### config.mk
export PLATFORM = sky130hd
export DESIGN_NAME = qcw_ocd_multi
export DESIGN_NICKNAME = d
export VERILOG_FILES = /design/src/rtl/qcw_ocd_pkg.sv /design/src/rtl/qcw_ocd_channel.sv /design/src/rtl/qcw_ocd_multi.sv
export SDC_FILE = /design/constraint.sdc
export NUM_CORES = 1
export LEC_CHECK = 0
export BUFFER_PORTS_ARGS = -buffer_cell sky130_fd_sc_hd__clkbuf_2
export CAP_MARGIN = 25
export CORE_AREA = 2 2 116 118
export DETAILED_ROUTE_END_ITERATION = 7
export DIE_AREA = 0 0 118 120
export HOLD_SLACK_MARGIN = 0.05
export PLACE_DENSITY = 0.79
export SYNTH_ARGS = -nofsm -noshare
export SYNTH_HDL_FRONTEND = slang
export SYNTH_HIERARCHICAL = 1
export SYNTH_SLANG_ARGS = --single-unit
### constraint.sdc
create_clock -name clk -period 6.04 [get_ports clk]
set_clock_uncertainty 0.2 [all_clocks]
set_input_delay 0.604 -clock clk [delete_from_list [all_inputs] [get_ports clk]]
set_output_delay 0.604 -clock clk [all_outputs]
set_load 0.01 [all_outputs]
### src/rtl/qcw_ocd_pkg.sv
// rtl/qcw_ocd_pkg.sv - shared register map and field positions for the QCW over-current detector
//
// Purpose: register offsets, channel sub-register selectors, the CTRL bit index and
//          the TRIP_CAPTURE field layout used by qcw_ocd_multi and qcw_ocd_channel.
// Ports:   none (package).
package qcw_ocd_pkg;

    localparam logic [31:0] OFF_CTRL      = 32'h00;
    localparam logic [31:0] OFF_STATUS    = 32'h04;
    localparam logic [31:0] OFF_DEBOUNCE  = 32'h08;
    localparam logic [31:0] OFF_TRIP_CAP  = 32'h0C;
    localparam logic [31:0] OFF_CH_BASE   = 32'h10;
    localparam logic [31:0] CH_STRIDE     = 32'h10;

    // Word select inside one 16-byte channel block (offset bits [3:2]).
    localparam logic [1:0]  CH_SUB_LIMIT  = 2'd0;
    localparam logic [1:0]  CH_SUB_PEAK   = 2'd1;
    localparam logic [1:0]  CH_SUB_RAW    = 2'd2;

    localparam int CTRL_HALT_EN  = 0;

    localparam int CAP_VALID_BIT = 31;
    localparam int CAP_CH_LSB    = 16;
    localparam int CAP_CH_W      = 2;
    localparam int CAP_ABS_LSB   = 0;
    localparam int CAP_ABS_W     = 16;

endpackage

### src/rtl/qcw_ocd_channel.sv
// rtl/qcw_ocd_channel.sv - one channel of the over-current detector
//
// Purpose: registers the raw sample, computes |x - MIDSCALE|, compares it with the
//          limit, runs the consecutive-sample debounce counter, tracks the pulse peak
//          and holds the sticky trip latch.
// Ports:   clk, reset_n        clock, async active-low reset
//          sample_i/_valid_i   this channel's ADC code and the shared sample strobe
//          start_clr_i         one-cycle pulse clearing peak and debounce count
//          limit_i/debounce_i  programmed limit (0 = disabled) and debounce length
//          w1c_i               clear request for the trip latch
//          raw_o/abs_o/peak_o  last sample, registered magnitude, pulse peak
//          set_o               latch set condition this cycle
//          trip_o              sticky trip latch
module qcw_ocd_channel #(
    parameter int ADC_W    = 10,
    parameter int MIDSCALE = 512,
    parameter int DEB_W    = 4
) (
    input  logic             clk,
    input  logic             reset_n,
    input  logic [ADC_W-1:0] sample_i,
    input  logic             sample_valid_i,
    input  logic             start_clr_i,
    input  logic [ADC_W-1:0] limit_i,
    input  logic [DEB_W-1:0] debounce_i,
    input  logic             w1c_i,
    output logic [ADC_W-1:0] raw_o,
    output logic [ADC_W-1:0] abs_o,
    output logic [ADC_W-1:0] peak_o,
    output logic             set_o,
    output logic             trip_o
);

    localparam logic [ADC_W-1:0] MID = ADC_W'(MIDSCALE);

    logic [ADC_W-1:0] raw_q, abs_q, abs_d, peak_q, peak_d, peak_base;
    logic             vld1_q, vld2_q;
    logic [DEB_W-1:0] cnt_q, cnt_d, cnt_base;
    logic [DEB_W:0]   deb_eff, cnt_inc;
    logic             over, set, trip_q, trip_d;

    always_comb begin
        abs_d     = (raw_q > MID) ? (raw_q - MID) : (MID - raw_q);
        over      = (limit_i != '0) && (abs_q >= limit_i);
        // A start clear coinciding with a sample behaves as if the count/peak were already 0.
        cnt_base  = start_clr_i ? '0 : cnt_q;
        peak_base = start_clr_i ? '0 : peak_q;
        deb_eff   = (debounce_i == '0) ? (DEB_W+1)'(1) : {1'b0, debounce_i};
        cnt_inc   = {1'b0, cnt_base} + (DEB_W+1)'(1);
        set       = vld2_q && over && (cnt_inc >= deb_eff);
        cnt_d     = cnt_base;
        peak_d    = peak_base;
        if (vld2_q) begin
            if (over) begin
                cnt_d = (&cnt_base) ? cnt_base : cnt_inc[DEB_W-1:0];
            end else begin
                cnt_d = '0;
            end
            if (abs_q > peak_base) begin
                peak_d = abs_q;
            end
        end
        // Set wins over a same-cycle clear.
        trip_d = set || (trip_q && !w1c_i);
    end

    always_ff @(posedge clk or negedge reset_n) begin
        if (!reset_n) begin
            raw_q  <= '0;
            abs_q  <= '0;
            vld1_q <= 1'b0;
            vld2_q <= 1'b0;
            cnt_q  <= '0;
            peak_q <= '0;
            trip_q <= 1'b0;
        end else begin
            if (sample_valid_i) begin
                raw_q <= sample_i;
            end
            vld1_q <= sample_valid_i;
            abs_q  <= vld1_q ? abs_d : abs_q;
            vld2_q <= vld1_q;
            cnt_q  <= cnt_d;
            peak_q <= peak_d;
            trip_q <= trip_d;
        end
    end

    assign raw_o  = raw_q;
    assign abs_o  = abs_q;
    assign peak_o = peak_q;
    assign set_o  = set;
    assign trip_o = trip_q;

endmodule

### src/rtl/qcw_ocd_multi.sv
// rtl/qcw_ocd_multi.sv - multi-channel QCW over-current detector with memory-bus registers
//
// Purpose: bus decode and register file (CTRL, STATUS W1C, DEBOUNCE, TRIP_CAPTURE,
//          per-channel LIMIT/PEAK/RAW), start-edge detection, registered halt request,
//          and NUM_CH qcw_ocd_channel instances.
// Ports:   clk, reset_n                 clock, async active-low reset
//          mem_valid_i/mem_ready_o      request / one-cycle acknowledge
//          mem_addr_i/wdata_i/wstrb_i   byte address, write data, nonzero strobe = write
//          mem_rdata_o                  read data, 0 when not acknowledging
//          adc_dout/adc_valid           packed channel samples and common strobe
//          qcw_start                    pulse-start level (rising edge clears peaks)
//          qcw_halt                     registered halt request
//          ocd_trip_o                   per-channel trip latches
// Option:  QCW_OCD_TRIP_CAPTURE_EN enables the TRIP_CAPTURE register.
module qcw_ocd_multi
    import qcw_ocd_pkg::*;
#(
    parameter logic [31:0] BASE_ADDR = 32'h0,
    parameter int          NUM_CH    = 2,
    parameter int          ADC_W     = 10,
    parameter int          MIDSCALE  = 512,
    parameter int          DEB_W     = 4
) (
    input  logic                    clk,
    input  logic                    reset_n,
    input  logic                    mem_valid_i,
    output logic                    mem_ready_o,
    input  logic [31:0]             mem_addr_i,
    input  logic [31:0]             mem_wdata_i,
    input  logic [3:0]              mem_wstrb_i,
    output logic [31:0]             mem_rdata_o,
    input  logic [NUM_CH*ADC_W-1:0] adc_dout,
    input  logic                    adc_valid,
    input  logic                    qcw_start,
    output logic                    qcw_halt,
    output logic [NUM_CH-1:0]       ocd_trip_o
);

    localparam logic [31:0] RANGE = 32'(16 + 16 * NUM_CH);

    logic             valid_prev_q, ready_q, halt_en_q, halt_q, start_q, start_prev_q;
    logic [31:0]      rdata_q, rdata_d, off, off_w, trip_cap;
    logic [DEB_W-1:0] deb_q;
    logic [ADC_W-1:0] limit_q [NUM_CH];
    logic [ADC_W-1:0] raw_w [NUM_CH];
    logic [ADC_W-1:0] abs_w [NUM_CH];
    logic [ADC_W-1:0] peak_w [NUM_CH];
    logic [NUM_CH-1:0] trip, set, w1c;
    logic             hit, req, wr_en, start_rise;

    assign off        = mem_addr_i - BASE_ADDR;
    assign off_w      = {off[31:2], 2'b00};
    assign hit        = (mem_addr_i >= BASE_ADDR) && (off < RANGE);
    // Only the rising edge of valid is acknowledged, so a held request gets one ack.
    assign req        = mem_valid_i && !valid_prev_q && hit;
    assign wr_en      = req && (mem_wstrb_i != 4'b0);
    assign start_rise = start_q && !start_prev_q;
    assign w1c        = (wr_en && (off_w == OFF_STATUS)) ? mem_wdata_i[NUM_CH-1:0] : '0;

    for (genvar g = 0; g < NUM_CH; g++) begin : g_ch
        qcw_ocd_channel #(
            .ADC_W    (ADC_W),
            .MIDSCALE (MIDSCALE),
            .DEB_W    (DEB_W)
        ) u_ch (
            .clk            (clk),
            .reset_n        (reset_n),
            .sample_i       (adc_dout[g*ADC_W +: ADC_W]),
            .sample_valid_i (adc_valid),
            .start_clr_i    (start_rise),
            .limit_i        (limit_q[g]),
            .debounce_i     (deb_q),
            .w1c_i          (w1c[g]),
            .raw_o          (raw_w[g]),
            .abs_o          (abs_w[g]),
            .peak_o         (peak_w[g]),
            .set_o          (set[g]),
            .trip_o         (trip[g])
        );
    end

`ifdef QCW_OCD_TRIP_CAPTURE_EN
    logic [31:0] cap_q, cap_d;

    always_comb begin
        cap_d = cap_q;
        if (trip == '0) begin
            cap_d = '0;
            // Descending scan so the lowest set channel is the one kept.
            for (int c = NUM_CH - 1; c >= 0; c--) begin
                if (set[c]) begin
                    cap_d = '0;
                    cap_d[CAP_VALID_BIT]             = 1'b1;
                    cap_d[CAP_CH_LSB +: CAP_CH_W]    = CAP_CH_W'(c);
                    cap_d[CAP_ABS_LSB +: CAP_ABS_W]  = CAP_ABS_W'(abs_w[c]);
                end
            end
        end
    end

    always_ff @(posedge clk or negedge reset_n) begin
        if (!reset_n) begin
            cap_q <= '0;
        end else begin
            cap_q <= cap_d;
        end
    end

    assign trip_cap = cap_q;
`else
    assign trip_cap = '0;
`endif

    always_comb begin
        rdata_d = '0;
        if (off_w == OFF_CTRL) begin
            rdata_d[CTRL_HALT_EN] = halt_en_q;
        end else if (off_w == OFF_STATUS) begin
            rdata_d[NUM_CH-1:0] = trip;
        end else if (off_w == OFF_DEBOUNCE) begin
            rdata_d[DEB_W-1:0] = deb_q;
        end else if (off_w == OFF_TRIP_CAP) begin
            rdata_d = trip_cap;
        end else begin
            for (int c = 0; c < NUM_CH; c++) begin
                if (off_w[31:4] == 28'(c + 1)) begin
                    case (off_w[3:2])
                        CH_SUB_LIMIT: rdata_d[ADC_W-1:0] = limit_q[c];
                        CH_SUB_PEAK:  rdata_d[ADC_W-1:0] = peak_w[c];
                        CH_SUB_RAW:   rdata_d[ADC_W-1:0] = raw_w[c];
                        default:      rdata_d = '0;
                    endcase
                end
            end
        end
    end

    always_ff @(posedge clk or negedge reset_n) begin
        if (!reset_n) begin
            valid_prev_q <= 1'b0;
            ready_q      <= 1'b0;
            rdata_q      <= '0;
            halt_en_q    <= 1'b0;
            deb_q        <= '0;
            halt_q       <= 1'b0;
            start_q      <= 1'b0;
            start_prev_q <= 1'b0;
            for (int c = 0; c < NUM_CH; c++) begin
                limit_q[c] <= '0;
            end
        end else begin
            valid_prev_q <= mem_valid_i;
            ready_q      <= req;
            rdata_q      <= req ? rdata_d : '0;
            start_q      <= qcw_start;
            start_prev_q <= start_q;
            halt_q       <= halt_en_q && (|trip);
            if (wr_en) begin
                if (off_w == OFF_CTRL) begin
                    halt_en_q <= mem_wdata_i[CTRL_HALT_EN];
                end
                if (off_w == OFF_DEBOUNCE) begin
                    deb_q <= mem_wdata_i[DEB_W-1:0];
                end
                for (int c = 0; c < NUM_CH; c++) begin
                    if (off_w == OFF_CH_BASE + CH_STRIDE * 32'(c)) begin
                        limit_q[c] <= mem_wdata_i[ADC_W-1:0];
                    end
                end
            end
        end
    end

    assign mem_ready_o = ready_q;
    assign mem_rdata_o = rdata_q;
    assign qcw_halt    = halt_q;
    assign ocd_trip_o  = trip;

endmodule

==> impl_metrics.ini, run 1 <==
[run_status]
status = finished clean

[setup_path]
rrSetupSlack_ns = 3.02
arrival_ns = 3.12
worstSetupEndpointType = flip-flop
path_class = reg -> reg
critPathMaxFanout = 31
crit_path_start_kind = flip-flop
cp-startpoint = start_q
worstPathRequired_ns = 6.14
crit-reg2reg-launch = start_q

[drt]
drt_iter0_markers = 392
drt_wl_total_um = 17600
ant_nets = 0
drcViolationCount = 0
dr.pass1.iters = 5
routedWlPerCell_um = 18.1
via_count = 5702
vias_per_cell = 5.87

[sta]
drv_slew = 0
finalSetupTns_ns = 0
worstMarginPinSlew_ns = 0.879
relSlewSlack_pct = 41.4
final.min_clock_period_ns = 3.02
hold_ws_ns = 0.0917
hold_violations = 0
setup-violations-final = 0
rsz0062_at_grt = no
period_share_pct = 50.0
fmax_mhz = 331

[floorplanning]
fp.coreArea_mm2 = 0.0130
rows = 42
ios = 129
start_util_pct = 54.6
dieArea_mm2 = 0.0142
die_h_um = 120
die_w_um = 118

[min_path]
hold_start = qcw_start
hp-class = in -> reg

[global_routing]
grtUsageTotal_pct = 26.0
grt_pass1_vias = 5697
overflow = 0
antenna_found_initial = 0
grt_pass1_wl_um = 28600
grt_max_degree = 80

[layout]
finish.utilization_pct = 63.4
finalInstanceArea_mm2 = 0.00822
drive_above_1_share_pct = 22.3
area_growth_pct = 16.1
fin_nets = 927
diodes = 0

[pwr]
p_per_area_mw_per_mm2 = 311
totalPowerFinal_mw = 2.56
ir_drop_mv = 0.196
p_leak_nw = 3.80

[placed_design]
place_area_mm2 = 0.00754
gp_congestion = 0.939
port_buffers = 82
dp_hpwl_um = 12800

[cts]
cts_buffer_depth = 2
clock_latency_ns = 0.42
post_cts_buffers = 0
cts.sinks = 114
cts_tree = yes
h-tree-depth = 4
cts-root-buf = clkbuf_16
path_clk_slew_ns = 0.05
cts_inserted_buffers = 17

[logic_synthesis]
yosysWarnings = 6
synth_cells = 703
postSynthAreaPerCell_um2 = 10.1
syn_area_mm2 = 0.00708

[run]
maxCapViolCount = 0
worst paths after layout:
path | cells after the start | endpoint
hold / removal | 1 | start_q
min in group asynchronous | 2 | g_ch[0].u_ch/abs_o[4]
max in group asynchronous | 4 | g_ch[1].u_ch/abs_o[1]
hold reg to reg | 0 | start_prev_q
setup / recovery | 9 | g_ch[0].u_ch/peak_o[0]
setup reg to reg | 9 | g_ch[0].u_ch/peak_o[0]
through the flow:
| stage | instances | worst slack, ns |
|---|---|---|
| 2_1_floorplan | 724 | 3.07 |
| 3_5_place_dp | 935 | 2.79 |
| 5_1_grt | 971 | 2.88 |
| 6_report | 971 | 3.02 |
| 4_1_cts | 968 | 3.06 |
| 3_3_place_gp | 935 | 2.89 |
area by class of cell:
| type | count | area [um2] |
|---|---|---|
| fillers | 1065 | 4760 |
| well taps | 176 | 220 |
| repair buffers | 90 | 490 |
| clock inverters | 8 | 123 |
| inverters | 57 | 214 |
| multi-input cells | 502 | 3810 |
| clock buffers | 24 | 512 |
| flip-flops and latches | 114 | 2850 |
sequential cells by signal (all words and copies together), names as in the netlist, 2 cells and up:
name / flops
g_ch.u_ch/cnt_q: 8
g_ch.u_ch/trip_o: 2
g_ch.u_ch/vld1_q: 2
g_ch.u_ch/peak_o: 20
deb_q: 4
g_ch.u_ch/vld2_q: 2
g_ch.u_ch/abs_o: 20
limit_q: 20
mem_rdata_o: 10
g_ch.u_ch/raw_o: 20
cells in the final DEF, fill, tap and decap left out, drive strengths merged, types with 5 or more instances in the layout:
cell,count
nor2b,19
inv,57
a21oi,39
nor3,6
o21ai,26
nor4,14
o2bb2ai,16
nor2,38
a21o,5
mux2,42
conb,22
ha,52
clkbuf,105
a211oi,10
nand3,22
xor2,5
nand2b,26
mux2i,38
nand4,6
dfrtp,114
xnor2,11
buf,8
nand2,28
or4,11
timing repair:
action                    in CTS  in global routing
hold endpoints to repair      35                  0
hold buffers                   1                  0
resized for setup              0                  0
layer usage:
| layer | track usage (%) | wire [um] |
|---|---|---|
| met3 | 5.85 | 1270 |
| met1 | 34.2 | 7610 |
| met5 | 0 | 0 |
| met4 | 10.4 | 452 |
| met2 | 41.9 | 8280 |
critical path, cell delays in order (launching register included):
cell and delay, ns:
dfrtp_1 0.37, nor2b_1 0.13, buf_4 0.23, nand2b_1 0.23, ha_1 0.32, nand2_1 0.06, o21a_1 0.22, a21oi_1 0.15
o311a_1 0.62, mux2_1 0.37
report_power, final:
| part | internal [mW] | switching (mW) | total (mW) |
|---|---|---|---|
| combinational | 0.240 | 0.287 | 0.527 |
| sequential | 0.859 | 0.109 | 0.968 |
| clock | 0.712 | 0.349 | 1.06 |
| total | 1.81 | 0.744 | 2.56 |
Power figures use the tool's default switching activity.
==> run 2: changes to the inputs <==
- CORE_AREA: 2 2 116 118 -> 2 2 121 123
- DIE_AREA: 0 0 118 120 -> 0 0 123 125
- PLACE_DENSITY: 0.79 -> 0.76
- clock period: 6.04 -> 2.7 ns (I/O delays scaled with it)
==> impl_metrics.ini, run 2 (synthesis results as in run 1) <==
[drt]
ant_nets = 0
via_count = 5775
drt_iter0_markers = 472
drt_wl_total_um = 17800
drcViolationCount = 0
vias_per_cell = 5.64
routedWlPerCell_um = 17.4
dr.pass1.iters = 5

[sta]
fmax_mhz = 383
final.min_clock_period_ns = 2.61
worstMarginPinSlew_ns = 0.655
relSlewSlack_pct = 56.3
drv_slew = 0
period_share_pct = 96.7
hold_violations = 0
setup-violations-final = 0
hold_ws_ns = 0.0806

[setup_path]
crit_family = simple AND/OR/NAND/NOR gates
crit_path_start_kind = flip-flop
path_class = reg -> reg
worstPathRequired_ns = 2.80
max_stage_delay_ns = 0.40
cp_cell_sequence = nor2b_4 > buf_12 > nand2b_1 > ha_1 > a211oi_1 > nor2_1 > nor2_1 > a31oi_2 > buf_4 > mux2i_1
path_common_cell = nor2_1
path_buf_inv = 2
cp_slowest_cell = dfrtp_1
worstSetupEndpointType = flip-flop
arrival_ns = 2.71
critPathMaxFanout = 22

[layout]
stdcell_count = 1024
area_growth_pct = 22.6
final_cell_mix = 114 x dfrtp_1, 81 x clkbuf_2, 57 x inv_1
drive_above_1_share_pct = 22.7
regArea_mm2 = 0.00285
fin_nets = 972
finish.utilization_pct = 61.1
fillers = 1174
multi_input_comb_area_mm2 = 0.00383
layout_commonest_cell = dfrtp_1
diodes = 0

[pwr]
p_int_mw = 4.05
ir_drop_mv = 0.554
p_leak_nw = 4.01
p_switching_mw = 1.68
totalPowerFinal_mw = 5.74
p_per_area_mw_per_mm2 = 661
power.share.switching_pct = 29.4
pwr-share-seq_pct = 37.9
pwr-share-comb_pct = 21.3
p_clk_share_pct = 40.8

[global_routing]
grt_pass1_wl_um = 28600
grt_pass1_vias = 5526
overflow = 0
grt_max_degree = 93
antenna_found_initial = 0
grtUsageTotal_pct = 24.3

[floorplanning]
die_w_um = 123
dieArea_mm2 = 0.0154
fp.coreArea_mm2 = 0.0142
rows = 44
ios = 129
die_h_um = 125
start_util_pct = 49.9

[placed_design]
placed_cells = 958
dp_hpwl_um = 12500
port_buffers = 82
gp_congestion = 0.897

[cts]
cts_inserted_buffers = 17
path_clk_slew_ns = 0.06
h-tree-depth = 4
cts_tree = yes
cts_buffer_depth = 2
cts-root-buf = clkbuf_16
cts.sinks = 114
clock_latency_ns = 0.43

[run]
maxCapViolCount = 0

[min_path]
hp-class = in -> async

[run_status]
status = finished clean
[run 2: area by class of cell]
type	count	area share, %
Tap cell	184	2.65
Clock inverter	8	1.44
Multi-Input combinational cell	502	44.1
Inverter	57	2.46
Clock buffer	24	5.66
Timing Repair Buffer	135	10.9
Sequential cell	114	32.8
[run 2: final timing paths]
kind	from	to	slack [ns]	depth (start not counted)
hold reg to reg	start_q	start_prev_q	0.18	0
min in group clk	mem_addr_i[4]	mem_rdata_o[0]	0.09	3
setup reg to reg	start_prev_q	g_ch[1].u_ch/peak_o[2]	0.09	10
setup / recovery	start_prev_q	g_ch[1].u_ch/peak_o[2]	0.09	10
max in group asynchronous	reset_n	g_ch[1].u_ch/trip_o	1.40	3
hold / removal	reset_n	g_ch[0].u_ch/abs_o[6]	0.08	2
[run 2: power groups by stage]
stage                     Clock [mW]  Sequential [mW]  Combinational [mW]
final                           2.34             2.18                1.22
after global placement             0             2.19                1.11
after detailed placement           0             2.20                1.15
after global routing            2.45             2.20                1.39
after floorplan                    0             2.08               0.888
after CTS                       2.37             2.17                1.20
[run 2: worst reg2reg max path, cell delays in order, from the launching register on]
cell and delay (ns):
dfrtp_1 0.40, nor2b_4 0.25, buf_12 0.20, nand2b_1 0.15
ha_1 0.26, a211oi_1 0.26, nor2_1 0.09, nor2_1 0.19
a31oi_2 0.14, buf_4 0.22, mux2i_1 0.13
[run 2: timing repair]
item / CTS / global route
hold endpoints to repair: 161 / 0
resized for setup: 0 / 2
hold buffers: 33 / 0
setup endpoints to repair: 0 / 3
buffers inserted: 0 / 1
[run 2: routing by layer]
metal / global-route usage (%) / up-vias / part of all wire (%)
met3: 5.34 / 31 / 5.6
li1: - / 2741 / -
met2: 36.0 / 188 / 46
met4: 8.62 / 0 / 2.1
met5: 0 / - / 0
met1: 35.0 / 2815 / 46
[run 2: per-stage QoR]
| stage | instance area [um2] | TNS [ns] | worst slack (ns) |
|---|---|---|---|
| after CTS | 8670 | 0 | 0.108 |
| after detailed placement | 7720 | 0 | 0.0676 |
| after global placement | 7720 | 0 | 0.0652 |
| after global routing | 8680 | -0.131 | -0.0374 |
| final | 8680 | 0 | 0.0899 |
| after floorplan | 7170 | 0 | 0.00269 |
